<file path="config.mk">
export PLATFORM = sky130hd
export DESIGN_NAME = mips_ctrl_pipe
export DESIGN_NICKNAME = d
export VERILOG_FILES = /design/src/rtl/mips_ctrl_pipe.sv
export SDC_FILE = /design/constraint.sdc
export NUM_CORES = 1
export LEC_CHECK = 0
export ABC_AREA = 1
export CAP_MARGIN = 15
export CORE_UTILIZATION = 49
export CTS_BUF_LIST = sky130_fd_sc_hd__clkbuf_4
export DETAILED_ROUTE_END_ITERATION = 6
export PLACE_DENSITY_LB_ADDON = 0.12
export SETUP_SLACK_MARGIN = 0.4
export SYNTH_ARGS = -nofsm -noshare
export SYNTH_HDL_FRONTEND = slang
export SYNTH_SLANG_ARGS = --single-unit
</file>
<file path="constraint.sdc">
create_clock -name clk -period 3.1 [get_ports clk]
set_input_delay 0.465 -clock clk [delete_from_list [all_inputs] [get_ports clk]]
set_output_delay 0.465 -clock clk [all_outputs]
set_load 0.03 [all_outputs]
</file>
<file path="src/rtl/mips_ctrl_pipe.sv">
// Pipelined MIPS control: ID decode, ID/EX, EX/MEM, MEM/WB control
// registers, load-use stall and jump/branch flush generation.
module mips_ctrl_pipe #(
  parameter int REG_W   = 5,
  parameter int ALUOP_W = 3
) (
  input  logic               clk,
  input  logic               rst,
  input  logic               id_valid,
  input  logic [5:0]         id_opcode,
  input  logic [5:0]         id_funct,
  input  logic [REG_W-1:0]   id_rs,
  input  logic [REG_W-1:0]   id_rt,
  input  logic [REG_W-1:0]   id_rd,
  input  logic               ex_taken,
  output logic               stall,
  output logic               if_flush,
  output logic               id_jump,
  output logic               id_jr,
  output logic [ALUOP_W-1:0] ex_aluop,
  output logic               ex_alusrc,
  output logic               ex_branch,
  output logic               ex_bne,
  output logic [REG_W-1:0]   ex_dst,
  output logic               mem_read,
  output logic               mem_write,
  output logic               wb_reg_write,
  output logic               wb_mem_to_reg,
  output logic               wb_link,
  output logic [REG_W-1:0]   wb_dst,
  output logic               illegal
);

  localparam logic [5:0] OP_R    = 6'b000000;
  localparam logic [5:0] OP_J    = 6'b000010;
  localparam logic [5:0] OP_JAL  = 6'b000011;
  localparam logic [5:0] OP_BEQ  = 6'b000100;
  localparam logic [5:0] OP_BNE  = 6'b000101;
  localparam logic [5:0] OP_ADDI = 6'b001000;
  localparam logic [5:0] OP_ORI  = 6'b001101;
  localparam logic [5:0] OP_LW   = 6'b100011;
  localparam logic [5:0] OP_SW   = 6'b101011;

  localparam logic [5:0] FN_JR  = 6'b001000;
  localparam logic [5:0] FN_ADD = 6'b100000;
  localparam logic [5:0] FN_SUB = 6'b100010;
  localparam logic [5:0] FN_AND = 6'b100100;
  localparam logic [5:0] FN_OR  = 6'b100101;
  localparam logic [5:0] FN_SLT = 6'b101010;

  localparam logic [ALUOP_W-1:0] A_AND = ALUOP_W'(3'b000);
  localparam logic [ALUOP_W-1:0] A_OR  = ALUOP_W'(3'b001);
  localparam logic [ALUOP_W-1:0] A_ADD = ALUOP_W'(3'b010);
  localparam logic [ALUOP_W-1:0] A_SUB = ALUOP_W'(3'b110);
  localparam logic [ALUOP_W-1:0] A_SLT = ALUOP_W'(3'b111);

  localparam logic [REG_W-1:0] LINK_REG = {REG_W{1'b1}};

  typedef struct packed {
    logic [ALUOP_W-1:0] aluop;
    logic               alusrc;
    logic               branch;
    logic               bne;
    logic               mem_read;
    logic               mem_write;
    logic               reg_write;
    logic               mem_to_reg;
    logic               link;
    logic [REG_W-1:0]   dst;
  } id_ex_t;

  typedef struct packed {
    logic             mem_read;
    logic             mem_write;
    logic             reg_write;
    logic             mem_to_reg;
    logic             link;
    logic [REG_W-1:0] dst;
  } ex_mem_t;

  typedef struct packed {
    logic             reg_write;
    logic             mem_to_reg;
    logic             link;
    logic [REG_W-1:0] dst;
  } mem_wb_t;

  id_ex_t  dec, id_ex_d, id_ex;
  ex_mem_t ex_mem;
  mem_wb_t mem_wb;
  logic    legal, jump, jr, use_rt, hazard, illegal_d, illegal_q;

  always_comb begin
    dec    = '0;
    legal  = 1'b0;
    jump   = 1'b0;
    jr     = 1'b0;
    use_rt = 1'b0;
    unique case (id_opcode)
      OP_R: begin
        use_rt        = 1'b1;
        legal         = 1'b1;
        dec.reg_write = 1'b1;
        dec.dst       = id_rd;
        unique case (id_funct)
          FN_ADD: dec.aluop = A_ADD;
          FN_SUB: dec.aluop = A_SUB;
          FN_AND: dec.aluop = A_AND;
          FN_OR:  dec.aluop = A_OR;
          FN_SLT: dec.aluop = A_SLT;
          FN_JR: begin
            dec  = '0;
            jump = 1'b1;
            jr   = 1'b1;
          end
          default: begin
            dec   = '0;
            legal = 1'b0;
          end
        endcase
      end
      OP_ADDI, OP_ORI: begin
        legal         = 1'b1;
        dec.aluop     = (id_opcode == OP_ORI) ? A_OR : A_ADD;
        dec.alusrc    = 1'b1;
        dec.reg_write = 1'b1;
        dec.dst       = id_rt;
      end
      OP_LW: begin
        legal          = 1'b1;
        dec.aluop      = A_ADD;
        dec.alusrc     = 1'b1;
        dec.mem_read   = 1'b1;
        dec.mem_to_reg = 1'b1;
        dec.reg_write  = 1'b1;
        dec.dst        = id_rt;
      end
      OP_SW: begin
        legal         = 1'b1;
        use_rt        = 1'b1;
        dec.aluop     = A_ADD;
        dec.alusrc    = 1'b1;
        dec.mem_write = 1'b1;
      end
      OP_BEQ, OP_BNE: begin
        legal      = 1'b1;
        use_rt     = 1'b1;
        dec.aluop  = A_SUB;
        dec.branch = 1'b1;
        dec.bne    = (id_opcode == OP_BNE);
      end
      OP_J: begin
        legal = 1'b1;
        jump  = 1'b1;
      end
      OP_JAL: begin
        legal         = 1'b1;
        jump          = 1'b1;
        dec.reg_write = 1'b1;
        dec.link      = 1'b1;
        dec.dst       = LINK_REG;
      end
      default: ;
    endcase
  end

  // a load in EX cannot forward to ID's consumer until it reaches MEM
  assign hazard = id_valid && id_ex.mem_read && (id_ex.dst != '0) &&
                  ((id_ex.dst == id_rs) ||
                   (use_rt && (id_ex.dst == id_rt)));

  assign stall     = hazard && !ex_taken;
  assign id_jump   = id_valid && jump && !ex_taken;
  assign id_jr     = id_valid && jr && !ex_taken;
  assign if_flush  = (id_jump && !stall) || ex_taken;
  assign illegal_d = id_valid && !legal && !stall && !ex_taken;
  assign id_ex_d   = (!id_valid || stall || ex_taken) ? '0 : dec;

  always_ff @(posedge clk or posedge rst) begin
    if (rst) begin
      id_ex     <= '0;
      ex_mem    <= '0;
      mem_wb    <= '0;
      illegal_q <= 1'b0;
    end else begin
      id_ex     <= id_ex_d;
      illegal_q <= illegal_d;
      ex_mem    <= {id_ex.mem_read, id_ex.mem_write, id_ex.reg_write,
                    id_ex.mem_to_reg, id_ex.link, id_ex.dst};
      mem_wb    <= {ex_mem.reg_write, ex_mem.mem_to_reg,
                    ex_mem.link, ex_mem.dst};
    end
  end

  assign ex_aluop      = id_ex.aluop;
  assign ex_alusrc     = id_ex.alusrc;
  assign ex_branch     = id_ex.branch;
  assign ex_bne        = id_ex.bne;
  assign ex_dst        = id_ex.dst;
  assign mem_read      = ex_mem.mem_read;
  assign mem_write     = ex_mem.mem_write;
  assign wb_reg_write  = mem_wb.reg_write;
  assign wb_mem_to_reg = mem_wb.mem_to_reg;
  assign wb_link       = mem_wb.link;
  assign wb_dst        = mem_wb.dst;
  assign illegal       = illegal_q;

endmodule

</file>
==> flow_summary.json <==
{
  "synthToLayoutAreaGrowth_pct": 40.3,
  "fmax_ghz": 0.387,
  "via_per_inst": 4.95,
  "drtIter0Drc": 33,
  "critical_path_class": "in -> out",
  "globalRouteOverflowTotal": 0,
  "setup_viol": 0,
  "synth_nets": 195,
  "p_per_area_mw_per_mm2": 394,
  "coreArea_mm2": 0.00303,
  "clk_pin_slew_worst_paths_ns": 0.08,
  "p_int_uw": 663,
  "post_dp_cell_area_mm2": 0.00210,
  "finalSetupTns_ns": 0,
  "synth-main-ff-cell": "dfrtp_1",
  "drtPass1Iterations": 5,
  "worstPathMaxFanout": 5,
  "drv_cap": 0,
  "setup.worst_path.start_class": "primary input",
  "final_layout_size_suffix_gt1_share_pct": 10.0,
  "initial_utilization_pct": 51.0,
  "hp-class": "reg -> reg",
  "peakVddDrop_mv": 0.182,
  "largest_reg_flops": 7,
  "syn-cell-area_mm2": 0.00155,
  "final_cell_area_mm2": 0.00217,
  "vias": 1307,
  "place_congestion": 0.880,
  "antenna_found_initial": 0,
  "clk_latency_ns": 0.33,
  "finalMaxSlewViolations": 0,
  "synthTopCellsByCount": "dfrtp_1 (33), nor2_1 (29), nand3_1 (21)",
  "rsz0062_at_grt": "no",
  "synth_area_leaders": "dfrtp_1 (53%), nor2_1 (7.0%), nand3_1 (6.8%)",
  "wl_per_cell_um": 12.1,
  "p_clk_share_pct": 36.6,
  "grt_usage_pct": 20.3,
  "wl_um": 3200,
  "power_frac_comb_pct": 12.4,
  "cts_buffers": 5,
  "ys_warn_count": 0,
  "worstPathRequired_ns": 2.63,
  "synth.top_cell.area_share_pct": 53.4,
  "grt_pass1_wl_um": 5060,
  "netSwitchingPower_uw": 191,
  "slowest_delay_ns": 0.54,
  "synth.most_common_cell": "dfrtp_1",
  "fillers": 242,
  "critPathBufInv": 4,
  "grt_start_max_net_pins": 34,
  "p_sw_share_pct": 22.3,
  "antennaDiodeCount": 0,
  "ys_seq_elements": 33,
  "finalHoldViolations": 0,
  "p_seq_share_pct": 51.0,
  "largest_register": "ex_mem",
  "syn_area_per_cell_um2": 9.42,
  "die_area_mm2": 0.00338,
  "ys_seq_area_share_pct": 53.4,
  "fp.dieW_um": 58.2,
  "slew_headroom_pct": 74.1,
  "synth_top_cell_by_area": "dfrtp_1",
  "status": "finished clean",
  "finalClockSkew_ns": 0.0147,
  "cts_buffer_depth": 2,
  "hold_path_startpoint": "ex_mem[7]",
  "async_flop_share_pct": 100,
  "endpoint_kind": "primary output",
  "layout.nets": 250,
  "arrival_ns": 2.12,
  "ys_types": 23,
  "synth_cells": 164,
  "worstMarginPinSlew_ns": 0.389,
  "dp_hpwl_um": 2540,
  "cts_root_buffer": "clkbuf_4",
  "power_leakage_uw": 0.00107,
  "cp-startpoint": "id_opcode[5]",
  "grt_pass1_vias": 1201,
  "timing.rr.start": "ex_dst[3]",
  "io_buffers": 56,
  "drc": 0,
  "cp_cell_sequence": "clkdlybuf4s50_1 > inv_1 > nor2_1 > nand3_2 > nand3_1 > nand3_1 > nand2_1 > nand2_2 > inv_1 > clkdlybuf4s15_1",
  "fin_crit_ns": 2.59,
  "std_cell_rows": 20,
  "critPathTopFamily": "buffers and inverters",
  "ioPinCount": 57,
  "finalCritPeriodShare_pct": 83.4,
  "cts.sinks": 33,
  "detail-route-antenna-nets": 0,
  "synth_edf_count": 0,
  "htreeDepth": 2,
  "cts_tree": "done",
  "die_h_um": 58.2,
  "cpMaxStageDelayCell": "clkdlybuf4s50_1"
}
repair_timing:
| action | in CTS | in global routing |
|---|---|---|
| buffers inserted | 0 | 0 |
| setup endpoints to repair | 4 | 2 |
| hold buffers | 0 | 0 |
| gates resized for setup | 4 | 3 |
final timing paths:
kind                                 to  slack [ns]  depth (start not counted)
min reg2reg                wb_reg_write        0.35                          0
max                               stall        0.51                         10
max in group asynchronous      mem_read        2.29                          3
min                        wb_reg_write        0.35                          0
max reg2reg                 ex_aluop[2]        1.70                          8
min in group asynchronous     ex_dst[3]        0.52                          3
worst reg2reg max path: stages (launching register included):
cell and delay [ns]:
dfrtp_1 0.46, xnor2_1 0.19, nand2_1 0.08, nor2_1 0.10
nand3_1 0.07, nand2_1 0.07, nand2_2 0.10, nand2_4 0.15
nor2_1 0.07
stage by stage:
step / setup WS [ns] / power (µW) / hold slack (ns) / instances / util, %
2_1_floorplan: 1.05 / 492 / 0.331 / 164 / -
3_3_place_gp: 0.210 / 548 / 0.332 / 256 / 69.3
3_5_place_dp: 0.160 / 551 / 0.336 / 256 / 69.3
4_1_cts: 0.433 / 860 / 0.357 / 264 / 71.7
5_1_grt: 0.412 / 888 / 0.366 / 264 / 71.6
6_report: 0.513 / 854 / 0.354 / 264 / 71.6
layout by cell type, fill, tap and decap left out:
master            n
clkdlybuf4s50_1  52
dfrtp_1          33
nor2_1           29
nand3_1          21
inv_1            15
nand2_1          12
xor2_1            7
and3_1            6
clkbuf_4          6
nor3_1            5
o21ai_0           5
xnor2_1           3
nor2_4            3
nand4_1           3
a21oi_1           3
nor2_2            2
dlygate4sd2_1     2
buf_4             2
nand3_2           1
nand3_4           1
nand2_2           1
nand2_4           1
inv_2             1
nor3b_2           1
and2_4            1
clkinv_1          1
bufinv_16         1
clkbuf_2          1
clkdlybuf4s15_1   1
cell families after synthesis:
family | Yosys count | synth area share, %
and+or+nand+nor | 87 | 29.3
buffers and inverters | 26 | 8.99
DFF | 33 | 53.4
AOI/OAI and AO/OA | 8 | 2.59
xor gates and xnor gates | 10 | 5.67
metal layers:
layer	vias up	track usage [%]	share of wire, %
met5	-	0	0
li1	630	-	-
met4	0	6.80	0
met2	61	35.3	53
met3	0	6.03	5.9
met1	616	24.0	41
power by group through the flow:
stage,logic (µW),registers [µW],clock network (µW)
after floorplan,45.1,447,0
after global placement,104,444,0
after detailed placement,107,444,0
after CTS,107,435,318
after global routing,115,436,336
final,106,435,313
cell type report:
type / count / area, µm² / share of cell area (%)
clock inverters: 2 / 33.8 / 1.56
inverters: 16 / 60.1 / 2.77
flip-flops and latches: 33 / 826 / 38.1
well taps: 44 / 55.1 / 2.54
clock buffers: 6 / 45.0 / 2.08
multi-input cells: 105 / 581 / 26.8
repair buffers: 58 / 568 / 26.2
No activity file was read; power rests on OpenSTA's default activity.
